File: config.mk
export PLATFORM = sky130hd
export DESIGN_NAME = seqdet_rr_sched
export DESIGN_NICKNAME = d
export VERILOG_FILES = /design/src/rtl/seqdet_pkg.sv /design/src/rtl/seqdet_step.sv /design/src/rtl/seqdet_rr_sched.sv
export SDC_FILE = /design/constraint.sdc
export NUM_CORES = 1
export LEC_CHECK = 0
export CORE_MARGIN = 4
export CORE_UTILIZATION = 49
export DETAILED_ROUTE_END_ITERATION = 16
export GPL_TIMING_DRIVEN = 0
export PLACE_DENSITY = 0.8
export SLEW_MARGIN = 20
export SYNTH_ARGS = -nofsm -noshare
export SYNTH_HDL_FRONTEND = slang
export SYNTH_HIERARCHICAL = 1
export SYNTH_SLANG_ARGS = --single-unit
export TNS_END_PERCENT = 20
File: constraint.sdc
create_clock -name clk -period 2.5 [get_ports clk]
set_input_delay 0.625 -clock clk [delete_from_list [all_inputs] [get_ports clk]]
set_output_delay 0.625 -clock clk [all_outputs]
set_load 0.02 [all_outputs]
File: src/rtl/seqdet_pkg.sv
// Shared types and constants for the round-robin "1011" sequence detector.
package seqdet_pkg;

  typedef enum logic [1:0] {
    S0 = 2'b00,
    S1 = 2'b01,
    S2 = 2'b10,
    S3 = 2'b11
  } seq_state_t;

  localparam int unsigned      CNT_W   = 8;
  localparam logic [CNT_W-1:0] CNT_MAX = 8'd255;

  // Saturating increment used by the optional per-channel match counters.
  function automatic logic [CNT_W-1:0] sat_inc(input logic [CNT_W-1:0] v);
    return (v == CNT_MAX) ? v : v + 1'b1;
  endfunction

endpackage

File: src/rtl/seqdet_step.sv
// Combinational overlapping "1011" Mealy step, shared by every channel.
module seqdet_step
  import seqdet_pkg::*;
(
  input  seq_state_t state,
  input  logic       bit_in,
  output seq_state_t next_state,
  output logic       hit
);

  always_comb begin
    next_state = S0;
    hit        = 1'b0;
    unique case (state)
      S0: next_state = bit_in ? S1 : S0;
      S1: next_state = bit_in ? S1 : S2;
      S2: next_state = bit_in ? S3 : S0;
      S3: begin
        next_state = bit_in ? S1 : S2;
        hit        = bit_in;
      end
      default: next_state = S0;
    endcase
  end

endmodule

File: src/rtl/seqdet_rr_sched.sv
// Round-robin scheduler sharing one "1011" detector step among NUM_CH serial channels.
// Optional per-channel saturating match counters when SEQDET_MATCH_CNT_EN is defined.
module seqdet_rr_sched
  import seqdet_pkg::*;
#(
  parameter int unsigned NUM_CH = 4,
  parameter int unsigned CH_W   = $clog2(NUM_CH)
) (
  input  logic              clk,
  input  logic              rst,
  input  logic              clear,
  input  logic [NUM_CH-1:0] ch_valid,
  input  logic [NUM_CH-1:0] ch_bit,
  output logic [NUM_CH-1:0] ch_ready,
  output logic              match_valid,
  output logic [CH_W-1:0]   match_ch
`ifdef SEQDET_MATCH_CNT_EN
  ,
  input  logic [CH_W-1:0]   cnt_sel,
  output logic [CNT_W-1:0]  cnt_value
`endif
);

  seq_state_t        state_q [NUM_CH];
  seq_state_t        state_d [NUM_CH];
  logic [CH_W-1:0]   rr_ptr;
  logic [CH_W-1:0]   g;
  logic              grant_any;
  logic              xfer;
  seq_state_t        step_next;
  logic              step_hit;

  // First requester at or after rr_ptr, wrapping around.
  always_comb begin
    grant_any = 1'b0;
    g         = '0;
    for (int unsigned k = 0; k < NUM_CH; k++) begin
      int unsigned idx;
      idx = 32'(rr_ptr) + k;
      if (idx >= NUM_CH) idx = idx - NUM_CH;
      if (!grant_any && ch_valid[idx[CH_W-1:0]]) begin
        grant_any = 1'b1;
        g         = idx[CH_W-1:0];
      end
    end
  end

  // clear masks the grant so nothing transfers while the states flush.
  assign xfer = grant_any & ~clear;

  seqdet_step u_step (
    .state      (state_q[g]),
    .bit_in     (ch_bit[g]),
    .next_state (step_next),
    .hit        (step_hit)
  );

  // State register file.
  always_ff @(posedge clk or posedge rst) begin
    if (rst) begin
      for (int unsigned i = 0; i < NUM_CH; i++) state_q[i] <= S0;
    end else begin
      for (int unsigned i = 0; i < NUM_CH; i++) state_q[i] <= state_d[i];
    end
  end

  // Next-state: only the granted entry advances.
  always_comb begin
    for (int unsigned i = 0; i < NUM_CH; i++) state_d[i] = state_q[i];
    if (clear) begin
      for (int unsigned i = 0; i < NUM_CH; i++) state_d[i] = S0;
    end else if (xfer) begin
      state_d[g] = step_next;
    end
  end

  // Output: one-hot grant.
  always_comb begin
    ch_ready = '0;
    if (xfer) ch_ready[g] = 1'b1;
  end

  always_ff @(posedge clk or posedge rst) begin
    if (rst) begin
      rr_ptr      <= '0;
      match_valid <= 1'b0;
      match_ch    <= '0;
    end else begin
      match_valid <= xfer & step_hit;
      if (xfer) begin
        rr_ptr <= (g == CH_W'(NUM_CH - 1)) ? '0 : g + 1'b1;
        if (step_hit) match_ch <= g;
      end
    end
  end

`ifdef SEQDET_MATCH_CNT_EN
  logic [CNT_W-1:0] cnt_q [NUM_CH];

  always_ff @(posedge clk or posedge rst) begin
    if (rst) begin
      for (int unsigned i = 0; i < NUM_CH; i++) cnt_q[i] <= '0;
    end else if (clear) begin
      for (int unsigned i = 0; i < NUM_CH; i++) cnt_q[i] <= '0;
    end else if (xfer && step_hit) begin
      cnt_q[g] <= sat_inc(cnt_q[g]);
    end
  end

  always_comb begin
    cnt_value = '0;
    if (32'(cnt_sel) < NUM_CH) cnt_value = cnt_q[cnt_sel];
  end
`endif

endmodule

# Word-level counts from Yosys, hierarchy flattened
# Cells that the tools add are included.
# classes
multipliers	0
shift	0
reduce_logical	12
muxes	39
div_mod_pow	0
magnitude_cmp	12
add_sub_neg	8
bitwise	4
n_eq_ne	4
# ops
cell	count
2-bit two-way mux	14
8-bit two-way mux	2
2-bit by 3-bit less-than comparator with 1-bit output (second input constant)	5
3-bit greater-or-equal comparator (second input constant)	4
1-bit two-way mux	12
1-bit binary-select mux with 2-bit select	5
8-bit bitwise mux	1
2-bit by 1-bit subtractor with 2-bit output (second input constant)	4
2-bit by 2-bit adder with 3-bit output (second input constant)	2
2-bit equality test (second input constant)	3
2-bit one-hot mux with 3 select lines	1
1-bit logical AND	5
2-bit binary-select mux with 2-bit select	1
2-bit demux with 2-bit select	1
4-bit two-way mux	1
2-bit by 1-bit adder with 3-bit output (second input constant)	1
2-bit by 3-bit greater-or-equal comparator with 1-bit output (second input constant)	1
1-bit logical NOT	3
3-bit by 1-bit less-than comparator with 1-bit output (second input constant)	1
2-bit inverter with 3-bit output	1
2-bit by 1-bit adder with 2-bit output (second input constant)	1
1-bit AND	2
1-bit demux with 2-bit select	1
2-bit by 1-bit equality test with 1-bit output (second input constant)	1
other kinds (6)	6
# totals
ram_bits	0
ff_bits	13
latch_bits	0
wordCells	86
in_bits	11
mem_count	0
mem_bits_ro	0
out_inout_bits	7

# Longest topological paths before layout
# Gate-level depths: netlist of the first run.
# depth
ltp_word	24
mapped_depth	10
mapped_depth_nobuf	9

# Modules after synthesis
# Netlist of the first run, hierarchy kept.
# by_module_without_submodules
mod	n_inst	seq_area_each_um2	cells_each	area_each_um2
seqdet_rr_sched	1	325.3	89	815.8
seqdet_step	1	0.0	4	25.0

# Worst setup path before layout of the first run
# OpenSTA, ideal clock, no wires.
# synth_path
path_kind	input to output
startpoint	input ch_valid[2]
endpoint	output ch_ready[3]
n_path_buf	1
cell_stages	7
arrival_ps	1763
required_time_ps	1875
setup_slack_ps	112
cell_sequence	mux2i_1 -> o21ai_0 -> or2_2 -> buf_2 -> inv_1 -> ha_1 -> and2_1
# synth_between
elab_chain_cells	17
word_cells_on_any_way	29
classes_between	order compare: 2; mux: 19; bitwise: 1; reduce/logical: 7
# synth_lines
item	line	text
start, declared	seqdet_rr_sched.sv:12	input logic [NUM_CH-1:0] ch_valid,
1-bit binary-select mux with 2-bit select	seqdet_rr_sched.sv:41	if (!grant_any && ch_valid[idx[CH_W-1:0]]) begin
1-bit two-way mux (not written as such)	seqdet_rr_sched.sv:41	
1-bit two-way mux	seqdet_rr_sched.sv:41	
1-bit logical NOT	seqdet_rr_sched.sv:41	
1-bit logical AND	seqdet_rr_sched.sv:41	
1-bit two-way mux	seqdet_rr_sched.sv:41	
1-bit logical NOT	seqdet_rr_sched.sv:41	
1-bit logical AND	seqdet_rr_sched.sv:41	
[2 not listed]	--	
1-bit logical AND	seqdet_rr_sched.sv:41	
2-bit two-way mux *	seqdet_rr_sched.sv:41	
net g[0]	seqdet_rr_sched.sv:27	logic [CH_W-1:0] g;
2-bit by 3-bit less-than comparator with 1-bit output (not written as such) or 2-bit by 1-bit greater-or-equal comparator with 1-bit output (tied branches)	seqdet_rr_sched.sv:80	if (xfer) ch_ready[g] = 1'b1;
1-bit logical AND (not written as such)	seqdet_rr_sched.sv:80	
1-bit two-way mux (not written as such)	seqdet_rr_sched.sv:80	
1-bit demux with 2-bit select *	seqdet_rr_sched.sv:80	
4-bit two-way mux *	seqdet_rr_sched.sv:80	
end, declared	seqdet_rr_sched.sv:14	output logic [NUM_CH-1:0] ch_ready,
# Mark *: on every way through the listed nets, which the timed path passes. The rest lies on a longest branch. The select of a mux whose other input is x is not followed.

# Worst setup path after layout of the first run
# layout_path
startpoint	input ch_valid[3]
endpoint	output ch_ready[2]
# layout_between
elab_chain_cells	17
word_cells_on_any_way	29
classes_between	order compare: 2; mux: 19; bitwise: 1; reduce/logical: 7
# layout_lines
item	line
1-bit binary-select mux with 2-bit select	seqdet_rr_sched.sv:41
1-bit two-way mux (not written as such)	seqdet_rr_sched.sv:41
1-bit two-way mux	seqdet_rr_sched.sv:41
1-bit logical NOT	seqdet_rr_sched.sv:41
1-bit logical AND	seqdet_rr_sched.sv:41
1-bit two-way mux	seqdet_rr_sched.sv:41
1-bit logical NOT	seqdet_rr_sched.sv:41
1-bit logical AND	seqdet_rr_sched.sv:41
1-bit two-way mux	seqdet_rr_sched.sv:41
1-bit logical NOT	seqdet_rr_sched.sv:41
1-bit logical AND	seqdet_rr_sched.sv:41
2-bit two-way mux	seqdet_rr_sched.sv:41
2-bit by 3-bit less-than comparator with 1-bit output (not written as such) or 2-bit by 1-bit greater-or-equal comparator with 1-bit output (tied branches)	seqdet_rr_sched.sv:80
1-bit logical AND (not written as such)	seqdet_rr_sched.sv:80
1-bit two-way mux (not written as such)	seqdet_rr_sched.sv:80
1-bit demux with 2-bit select	seqdet_rr_sched.sv:80
4-bit two-way mux *	seqdet_rr_sched.sv:80
# Mark *: on every way between the ends. The rest lies on a longest branch, timed or not. The select of a mux whose other input is x is not followed.

==> results of run 1 <==
worst reg2reg max path, delay by kind of cell (launching register included):
family	cells	cell delay [ns]
buf+inv	3	0.36
flops	1	0.45
compound gates	1	0.25
simple gates	4	0.56
mux	3	0.62
layout make-up:
cell class | instances | area [sq um]
Inverter | 6 | 27.53
Timing Repair Buffer | 31 | 259.0
Clock buffer | 4 | 26.28
Sequential cell | 13 | 326.6
Tap cell | 16 | 20.02
Buffer | 3 | 16.27
Fill cell | 99 | 327.8
Multi-Input combinational cell | 70 | 555.5
repair_timing:
action                                  in CTS  in global routing
buffers inserted                             9                  6
endpoints found under the setup margin      14                  9
pin swaps                                    5                  8
resized for setup                           46                 12
per-stage QoR:
step	setup TNS (ns)	worst slack, ns	utilization (%)	hold WS [ns]	instances
after floorplan	0	0.1117	-	0.5005	93
after global placement	-8.158	-1.079	65.49	0.4665	125
after CTS	0	0.007282	75.52	0.4876	137
final	0	0.05721	78.97	0.4815	143
after global routing	-0.0002431	-0.0002431	78.97	0.5286	143
after detailed placement	-9.581	-1.162	65.49	0.4698	125
power by group through the flow:
stage / Combinational [W] / Clock, W / Sequential [W]
final: 0.000566 / 0.000132 / 0.000273
after global routing: 0.000610 / 0.000147 / 0.000278
after CTS: 0.000477 / 0.000135 / 0.000275
after detailed placement: 0.000352 / 0 / 0.000276
after global placement: 0.000341 / 0 / 0.000273
after floorplan: 0.000253 / 0 / 0.000271
logic make-up (layout without fill, tap and decap cells):
family,after synthesis,after routing,share of synthesized area [%]
and+or+nand+nor,36,36,22.62
AOI/OAI and AO/OA,17,17,11.31
muxes,13,13,16.22
DFF,13,13,38.69
buffers and inverters,10,44,5.208
adders and majority gates,4,4,5.953
layer usage:
| layer | up-vias | GRT usage (%) | share of wire, % |
|---|---|---|---|
| met5 | - | 0 | 0 |
| met4 | 0 | 12.44 | 1.4 |
| met3 | 4 | 6.116 | 7.0 |
| met2 | 27 | 31.92 | 50 |
| met1 | 370 | 20.19 | 41 |
| li1 | 387 | - | - |
registers in the layout, indices dropped and copies added (netlist names):
| name | cells |
|---|---|
| match_ch | 2 |
| state_q | 8 |
| rr_ptr | 2 |
| match_valid | 1 |
cell usage after synthesis (2+ instances only):
cell and count:
nand2_1 16, a21oi_1 13, dfrtp_1 13, mux2i_1 11, nand3_1 8, inv_1 5
and2_1 4, ha_1 4, o21ai_0 3, buf_2 2, nor2_1 2
how the worst max path moves through the flow:
stage | start | end | slack, ns | cells past startpoint
after global routing | rr_ptr[1] | ch_ready[1] | -0.0002 | 7
final | ch_valid[3] | ch_ready[2] | 0.06 | 5
after floorplan | ch_valid[2] | ch_ready[3] | 0.11 | 7
after detailed placement | ch_valid[1] | ch_ready[0] | -1.16 | 7
after global placement | ch_valid[1] | ch_ready[0] | -1.08 | 7
after CTS | ch_valid[2] | ch_ready[2] | 0.007 | 5
==> results.toml, run 1 <==
[detailed_routing]
drc = 0
drt_iter0_drc = 30
drtAntennaViolNets = 0
first_pass_iters = 4
routed_wl_mm = 2.179
wl_per_cell_microns = 15.24
via_per_inst = 5.510
vias = 788

[min_path]
min-delay-start = "match_ch[1]"
whs_endpoint = "match_ch[1]"
min_path_type = "register to register"
hold_depth = 2

[die]
dieArea_sq_um = 2443
core_sq_um = 1559
initial_core_util_pct = 53.93
die_w_microns = 49.43
die_y_microns = 49.43
num_rows = 14
pin_count = 18

[global_route]
grt_max_degree = 14
grt_pass1_vias = 746
grt_pass1_wl_mm = 3.387
overflow = 0
antenna_found_initial = 0
grt_usage_pct = 18.99

[place]
hpwlAfterDp_mm = 1.404
placed_area_sq_um = 1021
gp_congestion = 0.8266
port_buffers = 16

[synthesis]
yosys-top-cells-area = "dfrtp_1 39%, mux2i_1 13%, a21oi_1 7.7%"
synth_top_area_share_pct = 38.69
synthesis.area_sq_um = 840.8
ys_types = 23
ys_seq_area_share_pct = 38.69
synth_top_area_cell = "dfrtp_1"
synth_flop_cell = "dfrtp_1"
avgSynthCellArea_sq_um = 9.041
synth_edf_count = 0
syn_nets = 108
synth_async_sr_flop_share_pct = 100.0
synth_cells = 93
yosys_warnings = 6
ys_ff_latch = 13

[finish]
fin_area_sq_um = 1231
mostFrequentLayoutCell = "nand2_1"
drive_above_1_share_pct = 38.58
insertedDiodeCount = 0
final_cell_mix = "16 x nand2_1, 15 x buf_4, 12 x dfrtp_1, 11 x a21oi_1, 9 x mux2i_1"
area_growth_pct = 46.43
nets = 143

[cts]
cts_hold_buf = 0
cts-root-buf = "clkbuf_4"
cts.sinks = 13
cts_buffer_depth = 2
numCtsBuffers = 3
clk_latency_ns = 0.28
h-tree-depth = 1
cts_tree = "done"
path_clk_slew_ns = 0.08

[timing]
setup_viol = 0
max_slew_margin_pct = 68.85
finalCriticalPeriod_ns = 2.443
slew_viol_final = 0
finClkSkew_ns = 0.001656
hold_violations = 0
worstMarginPinSlew_ns = 0.4667
fin_crit_sh_pct = 97.71
max_freq_ghz = 0.4094

[setup_path]
crit_buf_inv = 2
critical_path.reg2reg.startpoint = "rr_ptr[1]"
cp.required_ns = 1.88
path_cells = "dlygate4sd2_1, or4_4, nor2b_4, and2_1, buf_4"
rrSetupSlack_ns = 0.15
timing.rr.end = "match_ch[0]"
cp_slowest_cell = "or4_4"
reg2regPathDepth = 11
crit_fanout = 5
critPathMaxStageDelay_ns = 0.44
critical_path.top_delay_family = "simple AND/OR/NAND/NOR gates"
start_kind = "input pin"
arrival_ns = 1.82
path_class = "input pin to output pin"
end_kind = "output pin"

[power_and_ir_drop]
intPower_w = 0.0006045
p_leak_nw = 0.5837
p_sw_share_pct = 37.73
pwr-share-clk_pct = 13.6
seq_power_share_pct = 28.1
combPwrFrac_pct = 58.4
power_switching_w = 0.0003662
cellPowerDensity_nw_per_um2 = 788.5
power_w = 0.0009708
vdd_drop_max_v = 0.0005188

[run_status]
status = "finished, final reports clean"

[flow_run]
maxCapViolations = 0
Note: power is estimated with default switching activity, not from simulation.
==> run 2: changes to the inputs <==
GPL_ROUTABILITY_DRIVEN = 0   (was not set)
==> results of run 2 <==
Same layout as run 1: the final DEF is identical, and so are final timing and power.
==> run 3: changes to the inputs <==
ABC_CLOCK_PERIOD_IN_PS = 2500   (was not set)
CORE_UTILIZATION = 35   (was 49)
PLACE_DENSITY = 0.62   (was 0.8)
==> run 3 against run 2 <==
  * Power shrank 2.3%
  * Critical path type is now register to output pin
  * Largest cell class unchanged
  * Largest power group unchanged
  * Non-clock buffer count unchanged
  * Sequential share of layout area barely moved
==> results.toml, run 3 (synthesis gave the netlist of run 1 again) <==
[detailed_routing]
drt_iter0_drc = 29
routed_wl_mm = 2.088
wl_per_cell_microns = 13.47
via_per_inst = 5.019
vias = 778
drtAntennaViolNets = 0
first_pass_iters = 5
drc = 0

[timing]
max_slew_margin_pct = 65.07
worstMarginPinSlew_ns = 0.5234
finalCriticalPeriod_ns = 2.422
max_freq_ghz = 0.4129
slew_viol_final = 0
fin_crit_sh_pct = 96.89
tns_ns = 0
rsz0062_at_grt = "yes"
hold_violations = 0
finClkSkew_ns = 0.002084
setup_viol = 0

[power_and_ir_drop]
vdd_drop_max_v = 0.0003823
cellPowerDensity_nw_per_um2 = 771.2
p_leak_nw = 0.5851

[setup_path]
crit_fanout = 5
critical_path.reg2reg.startpoint = "rr_ptr[1]"
start_kind = "register"
timing.rr.end = "match_ch[0]"
path_class = "register to output pin"
rrSetupSlack_ns = 0.25
arrival_ns = 1.80
end_kind = "output pin"
reg2regPathDepth = 9
cp.required_ns = 1.88
startpoint = "rr_ptr[1]"

[cts]
cts_tree = "done"
numCtsBuffers = 3
h-tree-depth = 1
cts_buffer_depth = 2
cts.sinks = 13
clk_latency_ns = 0.29
cts-root-buf = "clkbuf_4"
path_clk_slew_ns = 0.08

[global_route]
antenna_found_initial = 0
grt_usage_pct = 13.87
overflow = 0
grt_pass1_vias = 781
grt_max_degree = 14
grt_pass1_wl_mm = 3.512

[finish]
fin_area_sq_um = 1230
nets = 143
final_cell_mix = "15 x nand2_1, 15 x buf_4, 12 x a21oi_1, 12 x dfrtp_1, 11 x mux2i_1"
largest_reg_flops = 8
area_growth_pct = 46.28
insertedDiodeCount = 0
top_register = "state_q"
top_regs = "state_q: 8 flops, match_ch: 2 flops, rr_ptr: 2 flops"
drive_above_1_share_pct = 39.37

[min_path]
min-delay-start = "match_ch[1]"
hold_depth = 2
min_path_type = "register to register"
whs_endpoint = "match_ch[1]"

[die]
dieArea_sq_um = 3251
die_y_microns = 57.02
num_rows = 17
pin_count = 18
core_sq_um = 2255
die_w_microns = 57.02
initial_core_util_pct = 37.29

[place]
port_buffers = 16
hpwlAfterDp_mm = 1.378
placed_area_sq_um = 1036

[flow_run]
maxCapViolations = 0

[run_status]
status = "finished, final reports clean"
-- run 3: per-stage QoR --
step	cells	setup slack [ns]	power, W	hold WS, ns	util (%)
floorplan	93	0.1117	0.0005236	0.5005	-
global placement	137	-1.048	0.0006142	0.4655	45.95
detailed placement	137	-1.099	0.0006249	0.4806	45.95
CTS	149	0.006721	0.0008865	0.4991	52.33
global route	155	-0.01295	0.001016	0.5467	54.55
finish	155	0.07785	0.0009485	0.4943	54.55
-- run 3: repair_timing --
action / CTS / global route
setup buffers: 9 / 6
setup endpoints to repair: 10 / 5
gates resized for setup: 48 / 8
pin swaps: 6 / 7
hold buffers: 0 / 0
-- run 3: critical path: stages (launching register included) --
cell and delay [ns]:
dfrtp_2 0.43, mux2i_1 0.24, o21ai_2 0.08, or2_4 0.30, ha_4 0.17, and2_1 0.13, buf_2 0.15
-- run 3: final cells by class --
cell class,count,area (sq um)
Inverter,6,25.02
Buffer,3,16.27
Sequential cell,13,326.6
Clock buffer,3,22.52
Clock inverter,1,5.005
Timing Repair Buffer,31,249.0
Fill cell,203,1025
Multi-Input combinational cell,70,550.5
Tap cell,28,35.03
-- run 3: how the worst max path moves through the flow --
stage                     slack [ns]  depth (start not counted)          end
after floorplan                 0.11                          7  ch_ready[3]
after global placement         -1.05                          7  ch_ready[1]
after detailed placement       -1.10                          7  ch_ready[0]
after CTS                      0.007                          5  ch_ready[3]
after global routing           -0.01                          7  ch_ready[1]
final                           0.08                          6  ch_ready[2]
-- run 3: power breakdown --
part           leakage, nW  internal [W]  switching, W
Combinational        0.393      0.000276      0.000258
Clock               0.0177     0.0000595     0.0000776
Sequential           0.174      0.000245     0.0000326
Total                0.585      0.000580      0.000368
-- run 3: metal layers --
metal	global-route usage, %	share of wire, %	vias to the layer above	wire [microns]
li1	-	-	385	-
met1	15.97	45	368	935
met2	23.16	49	23	1014
met3	5.882	5.9	2	124
met4	4.636	0.67	0	14
met5	0	0	-	0
==> patch: new RTL, config.mk and constraints of run 1 <==
Build with the macro `SEQDET_MATCH_CNT_EN` defined.
--- a/src/rtl/seqdet_rr_sched.sv
+++ b/src/rtl/seqdet_rr_sched.sv
@@ -1,5 +1,7 @@
 // Round-robin scheduler sharing one "1011" detector step among NUM_CH serial channels.
 // Optional per-channel saturating match counters when SEQDET_MATCH_CNT_EN is defined.
+`define SEQDET_MATCH_CNT_EN
+
 module seqdet_rr_sched
   import seqdet_pkg::*;
 #(
Ports: changed (added cnt_sel and cnt_value); port bits go from 18 to 28. The function was not compared with the original's and may differ.
==> patch against run 1 <==
  * Critical path type is now reg -> reg
  * Worst setup slack worse by 450 ps
  * Largest cell class unchanged
  * Final cell count increased to 2.9 times the old value
  * Via count grew to 3.6 times the old value
  * Core utilization down 4.0 points
  * The flow now finishes with violations (setup timing)
  * Routed wire length grew to 4.7 times the old value
  * Design area rose to 3.2 times the old value
  * Power increased to 2.9 times the old value
  * Area after synthesis increased to 3.2 times the old value
  * Count of clock-buffer cells in the layout rose by 3
  * Sequential cell count up 32
==> patch: results (changes against run 1) <==
| Metric | Value |
|---|---|
| DR pass1 iterations | `5 (was 4)` |
| Distinct cells, synth | `45 (was 23)` |
| Cts bufs inserted | `5 (was 3)` |
| Avg WL per Cell | `24.5 microns (was 15.2 microns)` |
| Syn avg cell area | `9.89 sq um (was 9.04 sq um)` |
| IO Port Bufs | `25 (was 16)` |
| Top post-synthesis cells by area | `dfrtp_1 (42%), mux4_2 (8.3%), nand2_1 (6.0%) (was dfrtp_1 (39%), mux2i_1 (13%), a21oi_1 (7.7%))` |
| Worst slack, placed | `-1520 ps (was -1160 ps)` |
| Max_slew headroom | `65.3% (was 68.9%)` |
| Status | `complete, but fails checks (was finished clean)` |
| Hold_ws | `521 ps (was 481 ps)` |
| Worst VDD drop | `0.497 mV (was 0.519 mV)` |
| Worst Path Max Fanout | `10 (was 5)` |
| Critical Path Sink | `cnt_q[23] (was ch_ready[2])` |
| Final setup margin | `-397 ps (was 57.2 ps)` |
| Skew final | `3.14 ps (was 1.66 ps)` |
| Routability Congestion | `0.931 (was 0.827)` |
| 1st-iter DRT viols | `432 (was 30)` |
| Setup-failing EPs final | `42 (was 0)` |
| Proportion of layout cells with a drive suffix above 1 | `40.8% (was 38.6%)` |
| HP Start | `match_ch[0] (was match_ch[1])` |
| Failing checks | `setup timing` |
| Initial antenna violation count | `0 (unchanged)` |
| Overall routing resource usage | `28.3% (was 19.0%)` |
| Vias | `2848 (was 788)` |
| Syn nets | `292 (was 108)` |
| Final wirelength | `10.1 mm (was 2.18 mm)` |
| Worst-Skew Late Latency | `310 ps (was 280 ps)` |
| Hpwl dp | `4.90 mm (was 1.40 mm)` |
| Setup TNS | `-11500 ps (was 0 ps)` |
| Top post-synthesis cells by count | `dfrtp_1 (45), nand2_1 (43), o21ai_0 (28) (was nand2_1 (16), a21oi_1 (13), dfrtp_1 (13))` |
| Reg2reg path depth | `13 (was 11)` |
| Largest regs | `cnt_q x32, state_q x8 (was state_q x8, match_ch x2, rr_ptr x2)` |
| Fin nets | `360 (was 143)` |
| Crit. Startpoint | `rr_ptr[1] (was ch_valid[3])` |
| H-tree depth | `2 (was 1)` |
| Worst Hold End | `match_ch[0] (was match_ch[1])` |
| Syn. warnings | `6 (unchanged)` |
| Hold path depth | `1 (was 2)` |
| Largest net degree at the start of global routing | `29 (was 14)` |
| Sequential fraction of the synthesis area | `41.6% (was 38.7%)` |
| Pleak | `1.66 nW (was 0.584 nW)` |
| Cell Count Post-Placement | `370 (was 125)` |
| Root Buffer | `clkbuf_8 (was clkbuf_4)` |
| DP Area | `3130 sq um (was 1020 sq um)` |
| Crit path DAT | `3090 ps (was 1820 ps)` |
| First-pass GRT wire length | `14.2 mm (was 3.39 mm)` |
[patch: logic make-up (layout without fill, tap and decap cells)]
kind of cell | after synthesis | count (layout) | synth area share, %
AO/OA/AOI/OAI | 70 | 71 | 18.2
adder cells (fa/ha/maj) | 5 | 5 | 2.31
buffers and inverters | 17 | 85 | 2.68
AND/OR/NAND/NOR | 114 | 114 | 21.7
multiplexers | 22 | 22 | 13.2
flip-flops | 45 | 45 | 41.6
XOR/XNOR | 1 | 1 | 0.323
[patch: final cells by class]
class	instances	area, sq um
Fill cell	315	1310
Timing Repair Buffer	60	562
Timing Repair inverter	1	3.75
Tap cell	70	87.6
Multi-Input combinational cell	213	1920
Sequential cell	45	1130
Clock buffer	7	96.3
Inverter	5	26.3
Buffer	11	101
Clock inverter	1	8.76
[patch: critical path, cell delays in order, from the launching register on]
cell     delay, ps
dfrtp_2        470
inv_2           70
and3_1         200
buf_6          150
nor2_4         210
buf_12         150
buf_8          120
nand2_1         70
and3_4         180
a31oi_4        170
and3_4         260
and3_2         310
nor2_2         130
a22o_1         300
[patch: power breakdown]
| group | total, mW | leakage (nW) | internal [mW] | switching [mW] |
|---|---|---|---|---|
| combinational | 1.43 | 0.985 | 0.665 | 0.768 |
| clock | 0.519 | 0.0549 | 0.255 | 0.263 |
| sequential | 0.840 | 0.618 | 0.786 | 0.0541 |
[patch: repair_timing]
action / in CTS / in global routing
gates resized for setup: 123 / 30
setup endpoints to repair: 56 / 47
pin swaps: 21 / 8
setup buffers: 29 / 4
gates cloned: 2 / 1
[patch: routing by layer]
| layer | share of wire, % | track usage (%) |
|---|---|---|
| met2 | 48 | 45.1 |
| met5 | 0 | 0 |
| met3 | 11 | 6.62 |
| met1 | 35 | 35.1 |
| met4 | 6.8 | 16.1 |
